[config.mk]
export PLATFORM = sky130hd
export DESIGN_NAME = bundle_seq
export DESIGN_NICKNAME = d
export VERILOG_FILES = /design/src/rtl/seq_pkg.sv /design/src/rtl/seq_cnt.sv /design/src/rtl/bundle_seq.sv
export SDC_FILE = /design/constraint.sdc
export NUM_CORES = 1
export LEC_CHECK = 0
export CORE_MARGIN = 3
export CORE_UTILIZATION = 45
export CTS_CLUSTER_SIZE = 25
export DETAILED_ROUTE_END_ITERATION = 8
export PLACE_DENSITY = 0.83
export SLEW_MARGIN = 20
export SYNTH_ARGS = -nofsm -noshare
export SYNTH_HDL_FRONTEND = slang
export SYNTH_SLANG_ARGS = --single-unit
[constraint.sdc]
create_clock -name clk -period 2.4 [get_ports clk]
set_clock_uncertainty 0.15 [all_clocks]
set_input_delay 0.48 -clock clk [delete_from_list [all_inputs] [get_ports clk]]
set_output_delay 0.48 -clock clk [all_outputs]
set_load 0.01 [all_outputs]
[src/rtl/seq_pkg.sv]
// -----------------------------------------------------------------------------
// seq_pkg
// Shared definitions for the bundle sequencer:
//   - bit positions inside the 14-bit decoded control word
//   - sequencer state encoding
//   - error cause encoding
// -----------------------------------------------------------------------------
package seq_pkg;

    // Control word layout:
    // A0_imm_sel[13] A0_op[12:9] A1_imm_sel[8] A1_op[7:4] M_imm_sel[3] M_en[2] L[1] S[0]
    localparam int CTL_W      = 14;
    localparam int CTL_S      = 0;
    localparam int CTL_L      = 1;
    localparam int CTL_M_EN   = 2;
    localparam int CTL_M_IMM  = 3;
    localparam int CTL_A1_OPL = 4;
    localparam int CTL_A1_OPH = 7;
    localparam int CTL_A1_IMM = 8;
    localparam int CTL_A0_OPL = 9;
    localparam int CTL_A0_OPH = 12;
    localparam int CTL_A0_IMM = 13;

    // State codes kept as plain constants so they stay usable from older code.
    localparam logic [2:0] ST_IDLE_C   = 3'd0;
    localparam logic [2:0] ST_EXEC_C   = 3'd1;
    localparam logic [2:0] ST_WAIT_C   = 3'd2;
    localparam logic [2:0] ST_RETIRE_C = 3'd3;
    localparam logic [2:0] ST_ERR_C    = 3'd4;

    typedef enum logic [2:0] {
        ST_IDLE   = ST_IDLE_C,
        ST_EXEC   = ST_EXEC_C,
        ST_WAIT   = ST_WAIT_C,
        ST_RETIRE = ST_RETIRE_C,
        ST_ERR    = ST_ERR_C
    } state_e;

    typedef enum logic [1:0] {
        CAUSE_NONE    = 2'b00,
        CAUSE_DECODE  = 2'b01,
        CAUSE_LS      = 2'b10,
        CAUSE_TIMEOUT = 2'b11
    } cause_e;

endpackage

[src/rtl/seq_cnt.sv]
// -----------------------------------------------------------------------------
// seq_cnt
// Loadable down-counter. Loads i_val, then decrements once per cycle until it
// reaches zero.
//   clk, rst_n : clock, asynchronous active-low reset
//   i_clr      : force count to zero (highest priority)
//   i_load     : load i_val
//   i_val      : load value
//   o_busy     : count is non-zero
//   o_done     : count is one, i.e. this is the last counted cycle
// -----------------------------------------------------------------------------
module seq_cnt #(
    parameter int W = 4
) (
    input  logic         clk,
    input  logic         rst_n,
    input  logic         i_clr,
    input  logic         i_load,
    input  logic [W-1:0] i_val,
    output logic         o_busy,
    output logic         o_done
);

    logic [W-1:0] r_cnt;

    always_ff @(posedge clk or negedge rst_n) begin
        if (!rst_n) begin
            r_cnt <= '0;
        end else if (i_clr) begin
            r_cnt <= '0;
        end else if (i_load) begin
            r_cnt <= i_val;
        end else if (r_cnt != '0) begin
            r_cnt <= r_cnt - 1'b1;
        end
    end

    assign o_busy = (r_cnt != '0);
    assign o_done = (r_cnt == W'(1));

endmodule

[src/rtl/bundle_seq.sv]
// -----------------------------------------------------------------------------
// bundle_seq
// Single-issue sequencer between the opcode decoder and the execution
// datapath. Accepts one decoded control word per bundle, fires it, waits for
// the multiplier latency and the memory handshake, then retires. Decode
// errors and L+S bundles park the block in a sticky error state.
//
// Optional build macro: BUNDLE_SEQ_MEM_TIMEOUT_EN
//   defined   : mem_req waiting MEM_TIMEOUT cycles without mem_ack aborts
//               the bundle into the error state with cause 11.
//   undefined : mem_ack is awaited indefinitely.
//
// Ports:
//   clk, rst_n        clock, asynchronous active-low reset
//   bnd_valid/ready   bundle handshake from the decoder
//   bnd_ctrl[13:0]    decoded control word
//   bnd_err           decoder error flag for the offered bundle
//   ex_fire           one-cycle pulse, ex_ctrl valid for the datapath
//   ex_ctrl[13:0]     captured control word, held until the next accept
//   mul_busy          multiplier result pending
//   mem_req, mem_we   memory request (held until ack), 1 = store
//   mem_ack           memory completion
//   wb_valid          one-cycle retire pulse
//   err, err_cause    sticky error and its cause
//   err_clr           leaves the error state
// -----------------------------------------------------------------------------
module bundle_seq
    import seq_pkg::*;
#(
    parameter int MUL_LAT     = 3,
    parameter int MEM_TIMEOUT = 64
) (
    input  logic        clk,
    input  logic        rst_n,
    input  logic        bnd_valid,
    output logic        bnd_ready,
    input  logic [13:0] bnd_ctrl,
    input  logic        bnd_err,
    output logic        ex_fire,
    output logic [13:0] ex_ctrl,
    output logic        mul_busy,
    output logic        mem_req,
    output logic        mem_we,
    input  logic        mem_ack,
    output logic        wb_valid,
    output logic        err,
    output logic [1:0]  err_cause,
    input  logic        err_clr
);

    // Counter holds the cycles still to go after EXEC, so MUL_LAT-1 at most.
    localparam int MUL_W = (MUL_LAT < 2) ? 1 : $clog2(MUL_LAT);

    state_e      r_state;
    state_e      w_state_nxt;
    cause_e      r_cause;
    cause_e      w_cause_nxt;
    logic [13:0] r_ctrl;
    logic        r_mem_pend;

    logic w_accept;
    logic w_capture;
    logic w_exec;
    logic w_m_en;
    logic w_ls;
    logic w_mul_cnt_busy;
    logic w_mul_cnt_done;
    logic w_mul_busy;
    logic w_mul_done;
    logic w_mem_req;
    logic w_mem_to;
    logic w_all_ok;

    assign w_exec    = (r_state == ST_EXEC);
    assign bnd_ready = (r_state == ST_IDLE) || (r_state == ST_RETIRE);
    assign w_accept  = bnd_valid && bnd_ready;
    assign w_m_en    = r_ctrl[CTL_M_EN];
    assign w_ls      = r_ctrl[CTL_L] | r_ctrl[CTL_S];

    // Multiplier latency. EXEC itself is the first busy cycle; the counter
    // covers the remaining MUL_LAT-1 cycles.
    seq_cnt #(.W(MUL_W)) u_mul_cnt (
        .clk    (clk),
        .rst_n  (rst_n),
        .i_clr  (r_state == ST_ERR),
        .i_load (w_exec && w_m_en),
        .i_val  (MUL_W'(MUL_LAT - 1)),
        .o_busy (w_mul_cnt_busy),
        .o_done (w_mul_cnt_done)
    );

    assign w_mul_busy = w_exec ? w_m_en : w_mul_cnt_busy;
    assign w_mul_done = w_exec ? (w_m_en && (MUL_LAT == 1)) : w_mul_cnt_done;

    // mem_req is raised combinationally in EXEC, then held by r_mem_pend.
    assign w_mem_req = (w_exec && w_ls) || r_mem_pend;

`ifdef BUNDLE_SEQ_MEM_TIMEOUT_EN
    localparam int TO_W = (MEM_TIMEOUT < 2) ? 1 : $clog2(MEM_TIMEOUT);
    logic w_to_busy;
    logic w_to_done;

    // Cleared whenever no request is outstanding so a stale count can never
    // leak into the next bundle.
    seq_cnt #(.W(TO_W)) u_to_cnt (
        .clk    (clk),
        .rst_n  (rst_n),
        .i_clr  (!w_mem_req),
        .i_load (w_exec && w_ls),
        .i_val  (TO_W'(MEM_TIMEOUT - 1)),
        .o_busy (w_to_busy),
        .o_done (w_to_done)
    );

    // Outside EXEC an empty counter also means the budget is spent.
    assign w_mem_to = w_mem_req && !mem_ack &&
                      (w_exec ? (MEM_TIMEOUT == 1) : (w_to_done || !w_to_busy));
`else
    // No timeout in this build; the parameter only takes part in a dead term.
    assign w_mem_to = 1'b0 & (MEM_TIMEOUT > 0);
`endif

    assign w_all_ok = (!w_mul_busy || w_mul_done) && (!w_mem_req || mem_ack);

    always_comb begin
        w_state_nxt = r_state;
        w_cause_nxt = r_cause;
        w_capture   = 1'b0;
        case (r_state)
            ST_IDLE, ST_RETIRE: begin
                w_state_nxt = ST_IDLE;
                if (w_accept) begin
                    if (bnd_err) begin
                        w_state_nxt = ST_ERR;
                        w_cause_nxt = CAUSE_DECODE;
                    end else if (bnd_ctrl[CTL_L] && bnd_ctrl[CTL_S]) begin
                        w_state_nxt = ST_ERR;
                        w_cause_nxt = CAUSE_LS;
                    end else begin
                        w_state_nxt = ST_EXEC;
                        w_capture   = 1'b1;
                    end
                end
            end
            ST_EXEC, ST_WAIT: begin
                if (w_mem_to) begin
                    w_state_nxt = ST_ERR;
                    w_cause_nxt = CAUSE_TIMEOUT;
                end else if (w_all_ok) begin
                    w_state_nxt = ST_RETIRE;
                end else begin
                    w_state_nxt = ST_WAIT;
                end
            end
            ST_ERR: begin
                if (err_clr) begin
                    w_state_nxt = ST_IDLE;
                    w_cause_nxt = CAUSE_NONE;
                end
            end
            default: begin
                w_state_nxt = ST_IDLE;
                w_cause_nxt = CAUSE_NONE;
            end
        endcase
    end

    always_ff @(posedge clk or negedge rst_n) begin
        if (!rst_n) begin
            r_state    <= ST_IDLE;
            r_cause    <= CAUSE_NONE;
            r_ctrl     <= '0;
            r_mem_pend <= 1'b0;
        end else begin
            r_state    <= w_state_nxt;
            r_cause    <= w_cause_nxt;
            r_mem_pend <= w_mem_req && !mem_ack && !w_mem_to;
            if (w_capture) begin
                r_ctrl <= bnd_ctrl;
            end
        end
    end

    assign ex_fire   = w_exec;
    assign ex_ctrl   = r_ctrl;
    assign mul_busy  = w_mul_busy;
    assign mem_req   = w_mem_req;
    assign mem_we    = w_mem_req && r_ctrl[CTL_S];
    assign wb_valid  = (r_state == ST_RETIRE);
    assign err       = (r_state == ST_ERR);
    assign err_cause = r_cause;

endmodule

==> results.md, run 1 <==
- By startpoint and endpoint, the worst setup path is classified as flip-flop to primary output.
- After synthesis, the cell types taking the most area are sky130_fd_sc_hd__dfrtp_1, sky130_fd_sc_hd__mux2_4, sky130_fd_sc_hd__mux2_2.
- The worst endpoint data arrival time is 1650 ps.
- The ratio of cells with drive above 1 in the final layout is 23.4%.
- Fill cells in the final layout number around 180.
- Setup violations remaining at the end of the flow were counted as 0.
- In this design, the stage delay of the slowest critical-path cell is about 520 ps.
- Counting instances in the post-synthesis netlist gives the leading cell types as sky130_fd_sc_hd__dfrtp_1, sky130_fd_sc_hd__mux2_4, sky130_fd_sc_hd__inv_1, sky130_fd_sc_hd__mux2_2, sky130_fd_sc_hd__nor2_1.
- The number of standard cells after synthesis is 86.
- The final-stage net count is 160.
- The register bit total from synthesis is 22.
- For the worst setup path, the data required time is about 1800 ps.
- The number of pins with negative max-slew slack in the final report was 0.
- The net load switching power is approximately 0.00072 W.
- The slowest cell on the critical path is sky130_fd_sc_hd__clkdlybuf4s50_1.
- The endpoint type of the worst setup path is a primary output.
- The slew at the pin with the worst max-slew slack is ~350 ps.
- The detailed-routing iteration count for the pre-antenna-repair pass is 3.
- The unique cell type count in the Yosys netlist is 28.
- The die outline area is 3040 µm².
- The number of buffers and inverters on the critical path is 2.
- The synthesis-to-layout area growth is 48.7%.
- The clock share of power is under 10%.
- The final total power is roughly 0.0021 W.
- The clock drives 22 sinks.
- The clock reaches the later pin of the worst-skew pair after 290 ps.
- In this run the deepest clock path goes through 2 buffers.
- Cell internal power was estimated by the tool at approximately 0.0014 W.
- The cell family contributing the most delay on the critical path is buffers and inverters.
- The type of the tightest min-delay check is primary input to asynchronous set/reset pin.
- The most instantiated library cell after synthesis is sky130_fd_sc_hd__dfrtp_1.
- Of all flip-flops after synthesis, the portion carrying an async set or reset was 100%.
- The largest area contributor in the netlist is sky130_fd_sc_hd__dfrtp_1.
- The mapped netlist covers 1090 µm².
- In this run the core area contains 17 standard-cell rows.
- For this run, design rule violations remaining after detail routing come to 0.
- The CTS clock-pin slew for the worst setup and hold paths is 120 ps.
- Summed over all layers, the routed wires come to between 2000 and 2500 µm.
- In this run the tightest slew margin relative to its limit is 76.4%.
- Entering global routing, the biggest net connects 23 pins.
- The number of diodes added for antenna fixing is 0.
- The most used flip-flop cell after synthesis is sky130_fd_sc_hd__dfrtp_1.
- The number of clock buffers inserted by TritonCTS is 3.
- The share of synthesized area in the top cell type comes to 50.7%.
- The analysis attributes to cell leakage a power of 0.745 nW.
- The number of top-level pins is between 40 and 50.
- The count of port buffers added during placement is between 40 and 50.
- The startpoint type of the worst setup path is a flip-flop.
- After detailed routing, the average wire length per cell comes to approximately 14 µm.
- The final critical delay including setup and external delays is around 2300 ps.
- TritonCTS built the clock tree.
- The initial utilization of the core area, before any placement, comes to ~48%.
- The count of vias placed by the detailed router is 846.
- In this run, synthesis inferred 0 flip-flops with an integrated enable.
- Summed over all failing endpoints, the final setup total negative slack is 0 ps.
- The count of warnings emitted by yosys is 0.
- Measured along the y axis, the die boundary spans between 50 and 60 µm.
- The standard cell core area is between 2000 and 2500 µm².
- The register area share after synthesis is approximately half.
- In this run the horizontal extent of the chip is ~55 µm.
- Registers are responsible for 32.3% of the overall power.
- For this run, the top clock speed supported by timing is approximately 440 MHz.
- The relative contribution of combinational cells to total power is 58.3%.
- The root buffer cell chosen for the clock tree is sky130_fd_sc_hd__clkbuf_4.
- The count of antenna-violating nets left after detailed routing is 0.
- Of all nets on the critical path, the largest fanout is 7.
- The wire-length estimate of the detail-placed layout is approximately 1900 µm.
- Dividing the detail-routed via count by the number of cells gives roughly 5.1.
- The share of total power consumed by net switching is between 30% and 40%.
- Across the VDD grid, the largest voltage drop is 0.820 mV.
- For this run the aggregate overflow at the end of global routing stands at 0.
- The tool flagged a number of max-cap violations equal to 0.
- The initial antenna violation count is 0.
- Dividing total power by cell area gives a power density of 1290 nW/µm².
- The congestion estimate from routability-driven global placement came to roughly 0.71.
- Traced cell by cell, the critical path runs through buf_4 > nor2b_2 > and2_1 > clkdlybuf4s50_1.
- The average cell area after synthesis is between 10 and 15 µm².
- The via count of the first global-routing pass is roughly 850.
- The violation count after the first detailed-routing iteration is 9.
- The total nets after synthesis is about 110.
- The number of H-tree levels is 1.
- The flow ran to the end, and the final reports show no timing, DRC or antenna violations.
- Setup repair after global routing left no endpoint under its margin.
- The total track usage is roughly 17%.
- In the finished design, the share of the clock period the worst path needs comes to a little over nine tenths.
- The number of hold violations in the final report is 0.
- The first-pass GRT wire length is roughly 3800 µm.
metrics by stage:
stage          utilization (%)  hold slack [ps]  cell area [µm²]  worst slack (ps)  std cells
3_5_place_dp              69.7              343             1570               117        161
6_report                  71.6              368             1620               119        165
2_1_floorplan                -             34.4             1090               493         86
4_1_cts                   71.2              367             1610              17.0        165
3_3_place_gp              69.7              339             1570               159        161
5_1_grt                   71.6              380             1620              16.8        165
worst register-to-register path: cells and delay by family, from the launching register on:
kind / cells / cell delay [ps]
xor gates and xnor gates: 1 / 140
buffers and inverters: 3 / 570
muxes: 1 / 370
DFF: 1 / 400
and+or+nand+nor: 1 / 50
worst paths after layout:
| kind | start | endpoint | slack (ps) | depth (start not counted) |
|---|---|---|---|---|
| min in group clk | ex_ctrl[6]$_DFFE_PN0P_ | ex_ctrl[6]$_DFFE_PN0P_ | 370 | 1 |
| max reg2reg | r_state[1]$_DFFE_PN0N_ | ex_ctrl[5]$_DFFE_PN0P_ | 620 | 6 |
| min | rst_n | ex_ctrl[3]$_DFFE_PN0P_ | 370 | 2 |
| min reg2reg | ex_ctrl[6]$_DFFE_PN0P_ | ex_ctrl[6]$_DFFE_PN0P_ | 370 | 1 |
| max | r_state[2]$_DFFE_PN0N_ | wb_valid | 120 | 4 |
| max in group asynchronous | rst_n | u_mul_cnt.r_cnt[0]$_DFFE_PN0P_ | 1510 | 2 |
kinds of logic after synthesis:
family,synth area share [%]
DFF,50.7
xor gates and xnor gates,2.30
muxes,17.6
AOI/OAI and AO/OA,10.3
and+or+nand+nor,12.3
adders and majority gates,2.30
buffers and inverters,4.49
per-layer routing:
| metal | global-route usage [%] | routed length [µm] | part of all wire [%] |
|---|---|---|---|
| met1 | 20.0 | 967 | 41 |
| met2 | 31.5 | 1270 | 53 |
| met4 | 6.07 | 26 | 1.1 |
| met5 | 0 | 0 | 0 |
| met3 | 4.02 | 114 | 4.8 |
cell type report:
type	instances	area (µm²)	area share, %
Multi-Input combinational cell	55	497	30.8
Sequential cell	22	551	34.1
Clock buffer	4	36.3	2.25
Tap cell	28	35.0	2.17
Inverter	7	26.3	1.63
Timing Repair Buffer	49	470	29.1
placed cells by master, fill, tap and decap left out, drive strengths merged:
cell and n:
clkdlybuf4s50 37, dfrtp 22, mux2 14, inv 7, buf 7, nor2 5, o21ai 4, dlygate4sd2 4
nor2b 4, clkbuf 4, a21oi 3, nor3b 3, nand3 3, and2 2, o311ai 2, ha 2
a211oi 2, or3b 1, xnor2 1, nor3 1, a21boi 1, xor2 1, and2b 1, or2 1
o31ai 1, nand3b 1, o211ai 1, a221oi 1, dlymetal6s2s 1
timing repair:
item / CTS / global route
setup buffers: 0 / 0
hold buffers: 0 / 0
resized for setup: 5 / 3
endpoints found under the setup margin: 4 / 3
power by group through the flow:
stage	Sequential (W)	Combinational, W	Clock [W]
floorplan	0.000755	0.000561	0
global placement	0.000670	0.00120	0
detailed placement	0.000677	0.00124	0
CTS	0.000674	0.00123	0.000204
global route	0.000700	0.00132	0.000219
finish	0.000673	0.00122	0.000196
state kept, by name (all words and copies together) (netlist names):
signal	flops
ex_ctrl	14
r_state	3
err_cause	2
u_mul_cnt.r_cnt	2
r_mem_pend	1
(Power assumes the default switching activity.)
==> inputs of run 2 (changes only) <==
- CORE_UTILIZATION: 45 -> 46
- PLACE_DENSITY: 0.83 -> 0.84
==> run 2 against run 1 <==
Sequential power up 1%. Utilization is 5.7 points higher. Clock power up 46%. Cell count shrank 0.61%. Hold slack lost 12 ps. Critical path depth unchanged. Flip-flop and latch count is the same. Largest power group unchanged.
==> results.md, run 2 (synthesis gave the netlist of run 1 again) <==
- The via count of the first global-routing pass came to 941.
- The count of buffers added on input and output ports is 42.
- The maximum root-to-sink buffer count is 2.
- The number of hold violations in the final report came to 0.
- At the pin with the least slew margin, the transition time is between 300 and 400 ps.
- The register with the most flip-flops in the layout has 14 of them.
- The power per standard cell area is about 1300 nW/µm².
- The count of antenna-violating nets left after detailed routing is 0.
- The number of pins with negative max-slew slack in the final report was 0.
- The number of sinks driven by the clock tree is 22.
- Entering global routing, the biggest net connects 23 pins.
- The die outline area is between 2000 and 3000 µm².
- At the worst endpoint, the required time is about 1800 ps.
- The post-detailed-route DRC marker count is 0.
- The setup path with the least slack is of type flip-flop to primary output.
- The post-detailed-route wirelength per cell is ~16 µm.
- The flop-to-flop setup slack is a little under 600 ps.
- The number of diodes added for antenna fixing is 0.
- The congestion estimate from routability-driven global placement came to ~0.75.
- The number of top-level pins is between 40 and 50.
- On the critical path the largest part of the delay comes from buffers and inverters.
- The peak per-stage delay on the critical path is approximately 530 ps.
- The CTS clock-pin slew for the worst setup and hold paths is between 100 and 150 ps.
- The sum of buffers and inverters on the critical path is 2.
- Setup repair after global routing left no endpoint under its margin.
- The startpoint type of the worst setup path is a flip-flop.
- The worst endpoint data arrival time is ~1700 ps.
- At the end of the flow the core is filled with cells to 77.4%.
- Setup violations remaining at the end of the flow were counted as 0.
- The horizontal die dimension is between 50 and 60 µm.
- The clock network burns 13.1% of the power.
- The total track usage is about 19%.
- The endpoint type of the worst setup path is a primary output.
- The most frequent standard cell in the layout excluding fill and tap cells is sky130_fd_sc_hd__clkdlybuf4s50_1.
- Counting the buffers created by CTS gives 3.
- The residual overflow from global routing is 0.
- Post-CTS timing repair inserted 0 buffers for setup.
- The violation count after the first detailed-routing iteration is 16.
- The total number of placement rows is 16.
- The maximum VDD drop is just under 0.9 mV.
- The analysis attributes to cell leakage a power of approximately 0.74 nW.
- The share of total power consumed by net switching is 34.4%.
- Per report_power, the combinational group accounts for between 50% and 60% of the total.
- The signal on the critical path passes through buf_4 > nor2b_2 > and2_1 > clkdlybuf4s50_1.
- The clock reaches the later pin of the worst-skew pair after 310 ps.
- The tree is rooted in a sky130_fd_sc_hd__clkbuf_4.
- The initial antenna violation count is 0.
- The flow ran to the end, and the final reports show no timing, DRC or antenna violations.
- The first detailed-routing pass took 4 iterations.
- The largest fanout of any net on the critical path is 7.
- The final-stage net count is 160.
- The net load switching power is around 0.00075 W.
- The final critical path takes up 96.6% of the cycle.
- The first global-routing pass estimated 4090 µm of wire.
- For this configuration, the core starts out at a cell density of between 50% and 60%.
- After clock tree synthesis, the flow added hold-fix buffers numbering 0.
- In the layout the commonest cells are sky130_fd_sc_hd__clkdlybuf4s50_1, sky130_fd_sc_hd__dfrtp_1, sky130_fd_sc_hd__mux2_4, sky130_fd_sc_hd__inv_1, sky130_fd_sc_hd__buf_4.
- Dividing the detail-routed via count by the number of cells gives around 5.3.
- The total of max-cap violations is 0.
- The final setup TNS is 0 ps.
- Internal power comes to roughly 0.0014 W.
- In this run the worst hold path is classified as primary input to asynchronous set/reset pin.
- The number of H-tree levels is 1.
- Measured along the y axis, the die boundary spans about 55 µm.
- The maximum clock frequency is about 430 MHz.
- TritonCTS built the clock tree.
- The HPWL after detailed placement is between 1500 and 2000 µm.
- Summing all placed instances gives a cell area of about 1600 µm².
- After routing the design area is 1630 µm².
- Of the total power, registers draw a little under a third.
- The relative slew slack is about 76%.
- The largest individual stage delay along the critical path comes from the cell sky130_fd_sc_hd__clkdlybuf4s50_1.
- The count of vias placed by the detailed router is 870.
- The final critical delay including setup and external delays is ~2300 ps.
- The standard cell core area is 2100 µm².
- The total wirelength of the detailed-routed design is between 2000 and 3000 µm.
- The ratio of cells with drive above 1 in the final layout is about a quarter.
- Compared with the post-synthesis result, the final layout area differs by 49.8%.
==> run 2: changes by cell type in the layout (fill, tap and decap cells not counted), sizes merged <==
cell | previous run | this run
bufinv | 0 | 1
dlygate4sd2 | 4 | 5
clkbuf | 4 | 3
dlymetal6s2s | 1 | 0
==> run 2: cell type report <==
class | count | area [µm²]
clock buffer | 3 | 22.5
clock inverter | 1 | 30.0
fill | 151 | 475
inverter | 7 | 26.3
multi-input combinational | 55 | 497
sequential | 22 | 551
tap | 27 | 33.8
timing repair buffer | 49 | 467
==> run 2: worst paths after layout <==
kind                                        startpoint                     end  cells after the start
worst max register to register  r_state[1]$_DFFE_PN0N_  ex_ctrl[6]$_DFFE_PN0P_                      6
worst min register to register  ex_ctrl[3]$_DFFE_PN0P_  ex_ctrl[3]$_DFFE_PN0P_                      1
min in group clk                ex_ctrl[3]$_DFFE_PN0P_  ex_ctrl[3]$_DFFE_PN0P_                      1
worst max-delay path            r_state[2]$_DFFE_PN0N_                wb_valid                      4
worst min-delay path                             rst_n  ex_ctrl[2]$_DFFE_PN0P_                      2
max in group asynchronous                        rst_n  ex_ctrl[4]$_DFFE_PN0P_                      2
==> run 2: worst reg2reg max path, cell delays in order (launching register included) <==
cell and delay (ps):
sky130_fd_sc_hd__dfrtp_1 420, sky130_fd_sc_hd__buf_4 170, sky130_fd_sc_hd__xnor2_2 140, sky130_fd_sc_hd__buf_4 150
sky130_fd_sc_hd__nand3_2 50, sky130_fd_sc_hd__buf_4 260, sky130_fd_sc_hd__mux2_2 370
==> run 2: layer usage <==
metal	part of all wire (%)	wire [µm]	GRT usage, %
met1	42	1090	22.7
met2	50	1300	33.7
met3	7.1	183	5.18
met4	0	0	6.22
met5	0	0	0
==> run 2: timing repair <==
action	in CTS	in global routing
resized for setup	6	2
setup endpoints to repair	4	2
endpoints found under the hold margin	0	0
pin swaps	0	0
==> run 2: power groups by stage <==
stage	registers (W)	logic [W]	clock network [W]
6_report	0.000682	0.00122	0.000286
5_1_grt	0.000705	0.00132	0.000309
4_1_cts	0.000680	0.00122	0.000288
3_5_place_dp	0.000688	0.00124	0
3_3_place_gp	0.000666	0.00121	0
2_1_floorplan	0.000755	0.000561	0
==> run 2: metrics by stage <==
stage | worst slack, ps | instances | hold slack, ps | power, W
final | 80.4 | 164 | 356 | 0.00219
after CTS | 7.75 | 164 | 368 | 0.00219
after global placement | 178 | 160 | 337 | 0.00187
after global routing | 1.93 | 164 | 363 | 0.00233
after detailed placement | 119 | 160 | 345 | 0.00192
after floorplan | 493 | 86 | 34.4 | 0.00132
